$ cat config.mk
export PLATFORM = sky130hd
export DESIGN_NAME = rat_uart_tx_port_flat
export DESIGN_NICKNAME = d
export VERILOG_FILES = /design/src/rtl/rat_io_pkg.sv /design/src/rtl/rat_uart_tx_port_if.sv /design/src/rtl/rat_sync_fifo.sv /design/src/rtl/rat_uart_tx_port.sv /design/src/flat_wrapper.sv
export SDC_FILE = /design/constraint.sdc
export NUM_CORES = 1
export LEC_CHECK = 0
export BUFFER_PORTS_ARGS = -buffer_cell sky130_fd_sc_hd__buf_2
export CAP_MARGIN = 10
export CORE_MARGIN = 10
export CORE_UTILIZATION = 50
export CTS_BUF_LIST = sky130_fd_sc_hd__clkbuf_16
export DETAILED_ROUTE_END_ITERATION = 7
export GPL_ROUTABILITY_DRIVEN = 0
export GPL_TIMING_DRIVEN = 0
export PLACE_DENSITY = 0.7
export SYNTH_ARGS = -nofsm -noshare
export SYNTH_HDL_FRONTEND = slang
export SYNTH_HIERARCHICAL = 1
export SYNTH_SLANG_ARGS = --single-unit
$ cat constraint.sdc
create_clock -name CLK -period 3.9 [get_ports CLK]
set_input_delay 0.195 -clock CLK [delete_from_list [all_inputs] [get_ports CLK]]
set_output_delay 0.195 -clock CLK [all_outputs]
set_load 0.05 [all_outputs]
$ cat src/rtl/rat_io_pkg.sv
// Shared RAT MCU I/O definitions: port IDs, UART transmitter state encoding
// and status byte bit positions.
package rat_io_pkg;

  localparam logic [7:0] PORT_SWITCHES    = 8'h20;
  localparam logic [7:0] PORT_LEDS        = 8'h40;
  localparam logic [7:0] PORT_KEYPAD      = 8'h80;
  localparam logic [7:0] PORT_SEVSEG      = 8'h81;
  localparam logic [7:0] PORT_SPEAKER     = 8'h82;
  localparam logic [7:0] PORT_UART_DATA   = 8'h83;
  localparam logic [7:0] PORT_UART_STATUS = 8'h84;

  typedef enum logic [1:0] {
    TX_IDLE,
    TX_START,
    TX_DATA,
    TX_STOP
  } tx_state_t;

  localparam int STAT_FULL  = 0;
  localparam int STAT_EMPTY = 1;
  localparam int STAT_BUSY  = 2;
  localparam int STAT_OVF   = 7;

  // Rounded clocks-per-bit; below 4 the frame timing degenerates.
  function automatic int calc_div(input int clk_freq, input int baud);
    int d;
    d = (clk_freq + baud / 2) / baud;
    return (d < 4) ? 4 : d;
  endfunction

endpackage

$ cat src/rtl/rat_uart_tx_port_if.sv
// CPU I/O bus as seen by a RAT port-mapped peripheral.
interface rat_uart_tx_port_if;
  logic [7:0] PORT_ID;
  logic [7:0] OUT_PORT;
  logic       IO_STRB;
  logic [7:0] IN_DATA;

  modport master (output PORT_ID, output OUT_PORT, output IO_STRB, input IN_DATA);
  modport slave  (input PORT_ID, input OUT_PORT, input IO_STRB, output IN_DATA);
endinterface

$ cat src/rtl/rat_sync_fifo.sv
// Single-clock FIFO with wrapping pointers and occupancy count. Callers must
// not push when full or pop when empty.
module rat_sync_fifo #(
  parameter int WIDTH = 8,
  parameter int DEPTH = 8
) (
  input  logic                   clk,
  input  logic                   rst_n,
  input  logic                   push,
  input  logic                   pop,
  input  logic [WIDTH-1:0]       din,
  output logic [WIDTH-1:0]       dout,
  output logic                   full,
  output logic                   empty,
  output logic [$clog2(DEPTH):0] count
);

  localparam int AW = $clog2(DEPTH);

  logic [WIDTH-1:0] mem [DEPTH];
  logic [AW-1:0]    wr_ptr;
  logic [AW-1:0]    rd_ptr;

  always_ff @(posedge clk or negedge rst_n) begin
    if (!rst_n) begin
      wr_ptr <= '0;
      rd_ptr <= '0;
      count  <= '0;
    end else begin
      if (push) wr_ptr <= wr_ptr + 1'b1;
      if (pop)  rd_ptr <= rd_ptr + 1'b1;
      case ({push, pop})
        2'b10:   count <= count + 1'b1;
        2'b01:   count <= count - 1'b1;
        default: count <= count;
      endcase
    end
  end

  always_ff @(posedge clk) begin
    if (push) mem[wr_ptr] <= din;
  end

  assign dout  = mem[rd_ptr];
  assign full  = (count == (AW + 1)'(DEPTH));
  assign empty = (count == '0);

endmodule

$ cat src/rtl/rat_uart_tx_port.sv
// Port-mapped 8N1 UART transmitter for the RAT I/O bus with a byte FIFO.
// Define RAT_UART_TX_IRQ_EN to enable the one-cycle completion INTERRUPT.
//
// state    | meaning
// TX_IDLE  | line high, waiting for FIFO data
// TX_START | start bit (low) for DIV cycles
// TX_DATA  | eight data bits, LSB first, DIV cycles each
// TX_STOP  | stop bit (high), then next frame or idle
module rat_uart_tx_port
  import rat_io_pkg::*;
#(
  parameter int         CLK_FREQ       = 100_000_000,
  parameter int         BAUD           = 115200,
  parameter logic [7:0] DATA_PORT_ID   = PORT_UART_DATA,
  parameter logic [7:0] STATUS_PORT_ID = PORT_UART_STATUS,
  parameter int         FIFO_DEPTH     = 8
) (
  input  logic                     CLK,
  input  logic                     RESET_N,
  rat_uart_tx_port_if.slave        bus,
  output logic                     TX,
  output logic                     INTERRUPT
);

  localparam int DIV = calc_div(CLK_FREQ, BAUD);
  localparam int CW  = $clog2(DIV);
  localparam logic [CW-1:0] BAUD_LOAD = CW'(DIV - 1);

  tx_state_t                     state;
  logic [CW-1:0]                 baud_cnt;
  logic [2:0]                    bit_idx;
  logic [7:0]                    shift;
  logic                          strb_q;
  logic                          ovf;
  logic                          wr_evt;
  logic                          data_wr;
  logic                          stat_wr;
  logic                          fifo_push;
  logic                          fifo_pop;
  logic                          fifo_full;
  logic                          fifo_empty;
  logic                          has_data;
  logic                          bit_end;
  logic [7:0]                    fifo_dout;
  logic [$clog2(FIFO_DEPTH):0]   fifo_count;
  logic [7:0]                    status;

  // The CPU strobe spans several CLK cycles; act only on its rising edge.
  assign wr_evt  = bus.IO_STRB & ~strb_q;
  assign data_wr = wr_evt & (bus.PORT_ID == DATA_PORT_ID);
  assign stat_wr = wr_evt & (bus.PORT_ID == STATUS_PORT_ID);

  assign fifo_push = data_wr & ~fifo_full;
  assign has_data  = (fifo_count != '0);
  assign bit_end   = (baud_cnt == '0);
  assign fifo_pop  = has_data & ((state == TX_IDLE) | ((state == TX_STOP) & bit_end));

  always_ff @(posedge CLK or negedge RESET_N) begin
    if (!RESET_N) begin
      strb_q <= 1'b0;
      ovf    <= 1'b0;
    end else begin
      strb_q <= bus.IO_STRB;
      if (data_wr && fifo_full)
        ovf <= 1'b1;
      else if (stat_wr && bus.OUT_PORT[7])
        ovf <= 1'b0;
    end
  end

  rat_sync_fifo #(
    .WIDTH (8),
    .DEPTH (FIFO_DEPTH)
  ) u_fifo (
    .clk   (CLK),
    .rst_n (RESET_N),
    .push  (fifo_push),
    .pop   (fifo_pop),
    .din   (bus.OUT_PORT),
    .dout  (fifo_dout),
    .full  (fifo_full),
    .empty (fifo_empty),
    .count (fifo_count)
  );

`ifdef RAT_UART_TX_IRQ_EN
  logic irq;
  assign INTERRUPT = irq;
`else
  assign INTERRUPT = 1'b0;
`endif

  // TX is registered from the current state, so the line trails the FSM by one cycle.
  always_ff @(posedge CLK or negedge RESET_N) begin
    if (!RESET_N) begin
      state    <= TX_IDLE;
      baud_cnt <= '0;
      bit_idx  <= '0;
      shift    <= '0;
      TX       <= 1'b1;
`ifdef RAT_UART_TX_IRQ_EN
      irq      <= 1'b0;
`endif
    end else begin
      case (state)
        TX_START: TX <= 1'b0;
        TX_DATA:  TX <= shift[0];
        default:  TX <= 1'b1;
      endcase
`ifdef RAT_UART_TX_IRQ_EN
      irq <= 1'b0;
`endif
      case (state)
        TX_IDLE: begin
          if (has_data) begin
            shift    <= fifo_dout;
            baud_cnt <= BAUD_LOAD;
            state    <= TX_START;
          end
        end
        TX_START: begin
          if (bit_end) begin
            baud_cnt <= BAUD_LOAD;
            bit_idx  <= '0;
            state    <= TX_DATA;
          end else begin
            baud_cnt <= baud_cnt - 1'b1;
          end
        end
        TX_DATA: begin
          if (bit_end) begin
            baud_cnt <= BAUD_LOAD;
            shift    <= {1'b0, shift[7:1]};
            if (bit_idx == 3'd7)
              state <= TX_STOP;
            else
              bit_idx <= bit_idx + 1'b1;
          end else begin
            baud_cnt <= baud_cnt - 1'b1;
          end
        end
        TX_STOP: begin
          if (bit_end) begin
            if (has_data) begin
              shift    <= fifo_dout;
              baud_cnt <= BAUD_LOAD;
              state    <= TX_START;
            end else begin
              state <= TX_IDLE;
`ifdef RAT_UART_TX_IRQ_EN
              irq   <= 1'b1;
`endif
            end
          end else begin
            baud_cnt <= baud_cnt - 1'b1;
          end
        end
        default: state <= TX_IDLE;
      endcase
    end
  end

  always_comb begin
    status             = 8'h00;
    status[STAT_FULL]  = fifo_full;
    status[STAT_EMPTY] = fifo_empty;
    status[STAT_BUSY]  = (state != TX_IDLE);
    status[STAT_OVF]   = ovf;
  end

  assign bus.IN_DATA = (bus.PORT_ID == STATUS_PORT_ID) ? status : 8'h00;

endmodule

$ cat src/flat_wrapper.sv
// flat-port wrapper written by rule: the top's interface ports become plain ports
module rat_uart_tx_port_flat import rat_io_pkg::*;
#(
  parameter int         CLK_FREQ       = 100_000_000,
  parameter int         BAUD           = 115200,
  parameter logic [7:0] DATA_PORT_ID   = PORT_UART_DATA,
  parameter logic [7:0] STATUS_PORT_ID = PORT_UART_STATUS,
  parameter int         FIFO_DEPTH     = 8
)
  (CLK, RESET_N, TX, INTERRUPT, bus_PORT_ID, bus_OUT_PORT, bus_IO_STRB, bus_IN_DATA);
  rat_uart_tx_port_if bus_i ();
  input  logic CLK;
  input  logic RESET_N;
  output logic TX;
  output logic INTERRUPT;
  input wire logic [$bits(bus_i.PORT_ID)-1:0] bus_PORT_ID;
  input wire logic [$bits(bus_i.OUT_PORT)-1:0] bus_OUT_PORT;
  input wire logic [$bits(bus_i.IO_STRB)-1:0] bus_IO_STRB;
  output wire logic [$bits(bus_i.IN_DATA)-1:0] bus_IN_DATA;
  assign bus_i.PORT_ID = bus_PORT_ID;
  assign bus_i.OUT_PORT = bus_OUT_PORT;
  assign bus_i.IO_STRB = bus_IO_STRB;
  assign bus_IN_DATA = bus_i.IN_DATA;
  rat_uart_tx_port #(.CLK_FREQ(CLK_FREQ), .BAUD(BAUD), .DATA_PORT_ID(DATA_PORT_ID), .STATUS_PORT_ID(STATUS_PORT_ID), .FIFO_DEPTH(FIFO_DEPTH)) u_core (.CLK(CLK), .RESET_N(RESET_N), .bus(bus_i), .TX(TX), .INTERRUPT(INTERRUPT));
endmodule
After elaboration in Yosys (flattened, before gate mapping)
Memory sizes are Yosys's and may differ from the RTL's.
Index checks and enable logic that the tools add are counted.
{ "word_totals": {"output_inout_bits": 10, "in_bits": 19, "wordCells": 82, "regBits": 36, "rom_bits": 0, "ram_bits": 64, "latch_bits": 0, "memories": 1} }
{ "memory_table": {"columns": ["name", "words", "width", "rd", "rd_ports_with_merged_regs", "write_ports", "line_no", "rtl"], "rows": [
  ["u_core.u_fifo.mem", 8, 8, 1, 0, 1, "rat_sync_fifo.sv:20", "logic [WIDTH-1:0] mem [DEPTH];"]
]} }
{ "classes": {"n_reduce_logical": 15, "bitwise": 9, "n_eq_ne": 15, "multipliers": 0, "n_shift": 0, "magnitude_cmp": 0, "addsub": 6, "muxes": 26, "div_mod_pow": 0} }
{ "op_table": {"columns": ["operator", "n"], "rows": [
  ["2-to-1 mux 8 bit", 4],
  ["2-to-1 mux 10 bit", 3],
  ["case mux 10 bit (3 select lines)", 1],
  ["case mux 8 bit (3 select lines)", 1],
  ["equality test 8 bit (second input constant)", 2],
  ["logical NOT 10 bit", 1],
  ["2-to-1 mux 2 bit", 5],
  ["!= test 2 x 1 -> 1 bit (second input constant)", 5],
  ["subtractor 10 x 1 -> 10 bit (second input constant)", 1],
  ["adder 3 x 1 -> 3 bit (second input constant)", 3],
  ["2-to-1 mux 3 bit", 3],
  ["case mux 2 bit (4 select lines)", 1],
  ["case mux 4 bit (2 select lines)", 1],
  ["nonzero test 2 bit", 4],
  ["bitwise AND 1 bit", 6],
  ["equality test 2 bit (second input constant)", 3],
  ["case mux 3 bit (2 select lines)", 1],
  ["2-to-1 mux 1 bit", 5],
  ["AND reduction 5 bit", 1],
  ["adder 4 x 1 -> 4 bit (second input constant)", 1],
  ["equality test 2 x 1 -> 1 bit (second input constant)", 2],
  ["equality test 4 bit (second input constant)", 1],
  ["logical NOT 4 bit", 1],
  ["AND reduction 4 bit", 1],
  ["12 further kinds", 14]
]} }

Depth between registers and ports, before layout
{ "logic_depth": {"word_depth": 6, "ltp_mapped": 13, "mapped_depth_nobuf": 13} }

Hierarchy
Netlist, hierarchy kept.
{ "by_module_without_submodules": {"columns": ["module", "area_per_inst_um2", "instances", "cells_per_inst"], "rows": [
  ["rat_sync_fifo", 3040.4, 1, 147],
  ["rat_uart_tx_port", 1752.9, 1, 175]
]} }

Least setup slack after synthesis
No wires, ideal clock.
{ "synth_path": {"path_type": "register -> register", "start": "register u_core.baud_cnt[0]", "end": "register u_core.u_fifo.count[2]", "period_less_slack_ps": 2848, "setup_ps": 128, "t_required_ps": 3772, "arrival_time_ps": 2720, "slack_ps": 1052, "path_stages_with_launch": 14, "cell_sequence": "dfrtp_1 -> inv_1 -> ha_1 -> or3b_2 -> nor3_4 -> nand2_1 -> a21oi_1 -> ha_1 -> xor2_1 -> ha_1 -> a21oi_1 -> xor2_1 -> nor2_1 -> xor2_1"} }
{ "synth_via": {"elab_chain_cells": 6, "elab_cells_between_ends": 8} }
{ "synth_lines": {"columns": ["element", "line_no", "rtl"], "rows": [
  ["start, declared", "rat_uart_tx_port.sv:30", "logic [CW-1:0] baud_cnt;"],
  ["start signal, assigned", "rat_uart_tx_port.sv:127", "baud_cnt <= baud_cnt - 1'b1;"],
  ["start signal, assigned", "rat_uart_tx_port.sv:139", "baud_cnt <= baud_cnt - 1'b1;"],
  ["start signal, assigned", "rat_uart_tx_port.sv:155", "baud_cnt <= baud_cnt - 1'b1;"],
  ["logical NOT 10 bit (*)", "rat_uart_tx_port.sv:55", "assign bit_end = (baud_cnt == '0);"],
  ["bitwise AND 1 bit (*)", "rat_uart_tx_port.sv:56", "assign fifo_pop = has_data & ((state == TX_IDLE) | ((state == TX_STOP) & bit_end));"],
  ["bitwise OR 1 bit (*)", "rat_uart_tx_port.sv:56", null],
  ["bitwise AND 1 bit (*)", "rat_uart_tx_port.sv:56", null],
  ["net u_core.fifo_pop", "rat_uart_tx_port.sv:39", "logic fifo_pop;"],
  ["equality test 2 x 1 -> 1 bit / equality test 2 bit (equally long branches)", "rat_sync_fifo.sv:32", "case ({push, pop})"],
  ["case mux 4 bit (2 select lines) / nonzero test 2 bit (equally long branches)", null, null],
  ["end signal, assigned", "rat_sync_fifo.sv:33", "2'b10: count <= count + 1'b1;"],
  ["end signal, assigned", "rat_sync_fifo.sv:34", "2'b01: count <= count - 1'b1;"],
  ["end signal, assigned", "rat_sync_fifo.sv:35", "default: count <= count;"],
  ["end, declared", "rat_sync_fifo.sv:15", "output logic [$clog2(DEPTH):0] count"]
]} }
Mark *: on every way through the listed nets, which the timed path passes. The rest lies on a longest branch.
A chain may end at the register's enable or synchronous reset.

Worst setup path in the final report
Same ends and word-level chain as after synthesis.

==> flow_summary.toml <==
[status]
run_status = "completed"

[cts]
cts_tree = "done"
ctsResizeCount = 0
clk_transition_reported_paths_ns = 0.07
cts-root-buf = "sky130_fd_sc_hd__clkbuf_16"
cts_htree_levels = 3
clock_insertion_delay_worst_skew_ns = 0.34
ctsLongestPathBuffers = 2
numClockSinks = 100
post_cts_buffers = 0
number_of_buffers_created_by_cts = 9

[run]
max_cap_violations = 0

[synthesis]
post_synth_main_area_contributors = "sky130_fd_sc_hd__edfxtp_1 40%, sky130_fd_sc_hd__dfrtp_1 18%, sky130_fd_sc_hd__mux4_1 8.8%, sky130_fd_sc_hd__mux2_2 6.3%, sky130_fd_sc_hd__ha_1 3.7%"
synth-edff-count = 64
synth-seq-area-share = 0.5891
synth.area.mux_share = 0.1511
synth-xor-area-share = 0.01644
post_synthesis_compound_gate_area_fraction = 0.07465
synthDistinctLibCells = 56
synth-async-reset-ratio = 0.3600
yosys.area_share.adder = 0.03654
post_synth_instance_area_um2 = 4793
yosys.area.top_type_share = 0.4009
synth.most_common_cell = "sky130_fd_sc_hd__edfxtp_1"
synth_warnings = 6
synth.avg_cell_area_um2 = 14.89
synth_top_family_by_area = "multiplexers"
yosys_register_bits = 100
synth.largest_area_cell = "sky130_fd_sc_hd__edfxtp_1"
postSynthCellCount = 322
post_synth_most_frequent_cells = "64 x sky130_fd_sc_hd__edfxtp_1, 35 x sky130_fd_sc_hd__dfrtp_1, 27 x sky130_fd_sc_hd__mux2_2"
post_synth_and_or_nand_nor_area_fraction = 0.1002
synth_top_flop_cell = "sky130_fd_sc_hd__edfxtp_1"

[grt]
gr-usage-all-layers = 0.1289
globalRoute.totalOverflow = 0
most_crowded_layer_after_global_routing = "met2"
grt.met2_usage = 0.2262
largest_net_degree_at_the_start_of_global_routing = 37
global_route.usage.met3 = 0.03741
antenna_violations_before_repair = 0
grt.met1_usage = 0.1468
wire_length_of_the_first_global_routing_pass_mm = 14.27
grt_pass1_vias = 2794

[sta]
f_max_mhz = 310.0
setup_violations = 0
report.final.slew_viol_count = 0
fin_tns_setup_ns = 0
min_period_ns = 3.226
min_period_over_period = 0.8271
final.setup_skew_ns = 0.005448
setup_repair_after_global_routing_missed_its_margin = "no"
slew-limit-headroom = 0.3959
worstMarginPinSlew_ns = 0.9028
hold_violations = 0

[finish]
diodes = 0
drive_above_1_share = 0.2446
num-fill-cells = 747
design.final.nets = 397
area_growth_pct = 13.13

[power]
power_per_cell_area_nw_per_um2 = 720.0
power.total_mw = 3.904
ir_worst_vdd_v = 0.0005075
power.leakage_nw = 2.075

[min_path]
hold_crit_start = "bus_OUT_PORT[2]"
hp-class = "in -> reg"

[setup_path]
critical_path_arrival_ns = 3.45
worstPathRequired_ns = 4.12
crit_path_top_delay_cell = "sky130_fd_sc_hd__or3b_2"
setup.worst_path.start = "u_core/baud_cnt[0]"
startpoint_type = "register"
worst_reg2reg_startpoint = "u_core/baud_cnt[0]"
critical_path_class = "reg -> reg"
crit_path_cell_trace = "inv_1 > ha_1 > or3b_2 > nor3_4 > nand2_1 > a21oi_1 > ha_1 > xor2_1 > ha_1 > a21oi_1 > xor2_1 > nor2_1 > xor2_1"
crit_buf_inv = 1
crit_path_max_fanout = 6
critPathTopFamily = "simple AND/OR/NAND/NOR gates"
crit_path_end_kind = "register"
slowest_delay_ns = 0.49

[place]
buffer_ports.inserted = 23
hpwl_mm = 5.993

[floorplanning]
core_region_area_um2 = 9284
io_count = 29
die_height_um = 117.9
floorplan.initialDensity = 0.5163
rows = 35
die-area_um2 = 13900
die_w_um = 117.9

[drt]
drc = 0
ant_nets = 0
detailroute.via_count = 2766
drtPass1Iterations = 4
first_iter_violations = 148
routed_wire_length_per_instance_um = 17.25
postRouteWirelength_mm = 8.571
viasPerCell = 5.565
registers in the layout (all words and copies together), names as in the netlist:
signal and count:
u_core/u_fifo/mem 64, u_core/baud_cnt 10, u_core/shift 8, u_core/u_fifo/count 4, u_core/bit_idx 3, u_core/u_fifo/rd_ptr 3
u_core/u_fifo/wr_ptr 3, u_core/state 2, u_core/TX 1, u_core/ovf 1, u_core/strb_q 1
where the power goes:
part           total (mW)  leakage, nW  internal [mW]  switching, mW
clock               0.903        0.146          0.507          0.396
combinational        1.56        0.909          0.786          0.778
sequential           1.44         1.02           1.29          0.142
worst paths after layout:
kind,endpoint,slack [ns],depth (start not counted)
setup / recovery,u_core/u_fifo/count[2],0.67,13
setup reg to reg,u_core/u_fifo/count[2],0.67,13
hold reg to reg,u_core/TX,0.50,1
hold / removal,u_core/u_fifo/mem[6][2],0.12,1
min in group asynchronous,u_core/baud_cnt[3],0.48,2
max in group asynchronous,u_core/u_fifo/count[2],2.90,2
routing by layer:
metal / share of wire / vias to the layer above
li1: - / 1334
met1: 0.43 / 1376
met2: 0.52 / 44
met3: 0.037 / 12
met4: 0.012 / 0
met5: 0 / -
cells in the final DEF (no fill, tap or decap), types with 6 or more instances in the layout:
cell type,instances
sky130_fd_sc_hd__edfxtp_1,64
sky130_fd_sc_hd__dfrtp_1,35
sky130_fd_sc_hd__buf_2,27
sky130_fd_sc_hd__mux2_2,27
sky130_fd_sc_hd__mux4_1,16
sky130_fd_sc_hd__nand2_1,14
sky130_fd_sc_hd__ha_1,14
sky130_fd_sc_hd__nor2_1,12
sky130_fd_sc_hd__clkbuf_16,9
sky130_fd_sc_hd__o21ai_0,9
sky130_fd_sc_hd__a21oi_1,8
sky130_fd_sc_hd__inv_1,7
sky130_fd_sc_hd__nand2b_1,7
sky130_fd_sc_hd__buf_4,7
sky130_fd_sc_hd__nor3_1,6
sky130_fd_sc_hd__clkbuf_1,6
sky130_fd_sc_hd__a31oi_1,6
sky130_fd_sc_hd__xor2_1,6
area by class of cell:
type,instances,area (um^2),area share
buffer,18,122.6,0.02261
clock buffer,9,225.2,0.04153
clock inverter,6,77.57,0.01431
inverter,7,26.28,0.004845
multi-input combinational,201,1836,0.3385
sequential,100,2824,0.5208
tap,129,161.4,0.02976
timing repair buffer,27,150.1,0.02769
through the flow:
stage          instance area (um^2)  utilization  instances  setup WS [ns]  hold WS, ns
3_5_place_dp                   5100       0.5493        480         0.7003       0.3381
2_1_floorplan                  4808            -        326          1.052      -0.1006
6_report                       5423       0.5841        497         0.6745       0.1153
4_1_cts                        5423       0.5841        497         0.6557       0.1138
3_3_place_gp                   5085       0.5477        478         0.6149       0.3368
5_1_grt                        5423       0.5841        497         0.3743       0.1264
cells by family after synthesis:
logic type | Yosys count
other | 1
adders and majority gates | 14
muxes | 43
xor gates and xnor gates | 9
DFF | 100
AOI/OAI and AO/OA | 50
buffers and inverters | 25
and+or+nand+nor | 80
repair_timing:
item,4_1_cts,5_1_grt
hold buffers,2,0
endpoints found under the hold margin,36,0
setup endpoints to repair,0,0
Note: power is estimated with default switching activity, not from simulation.
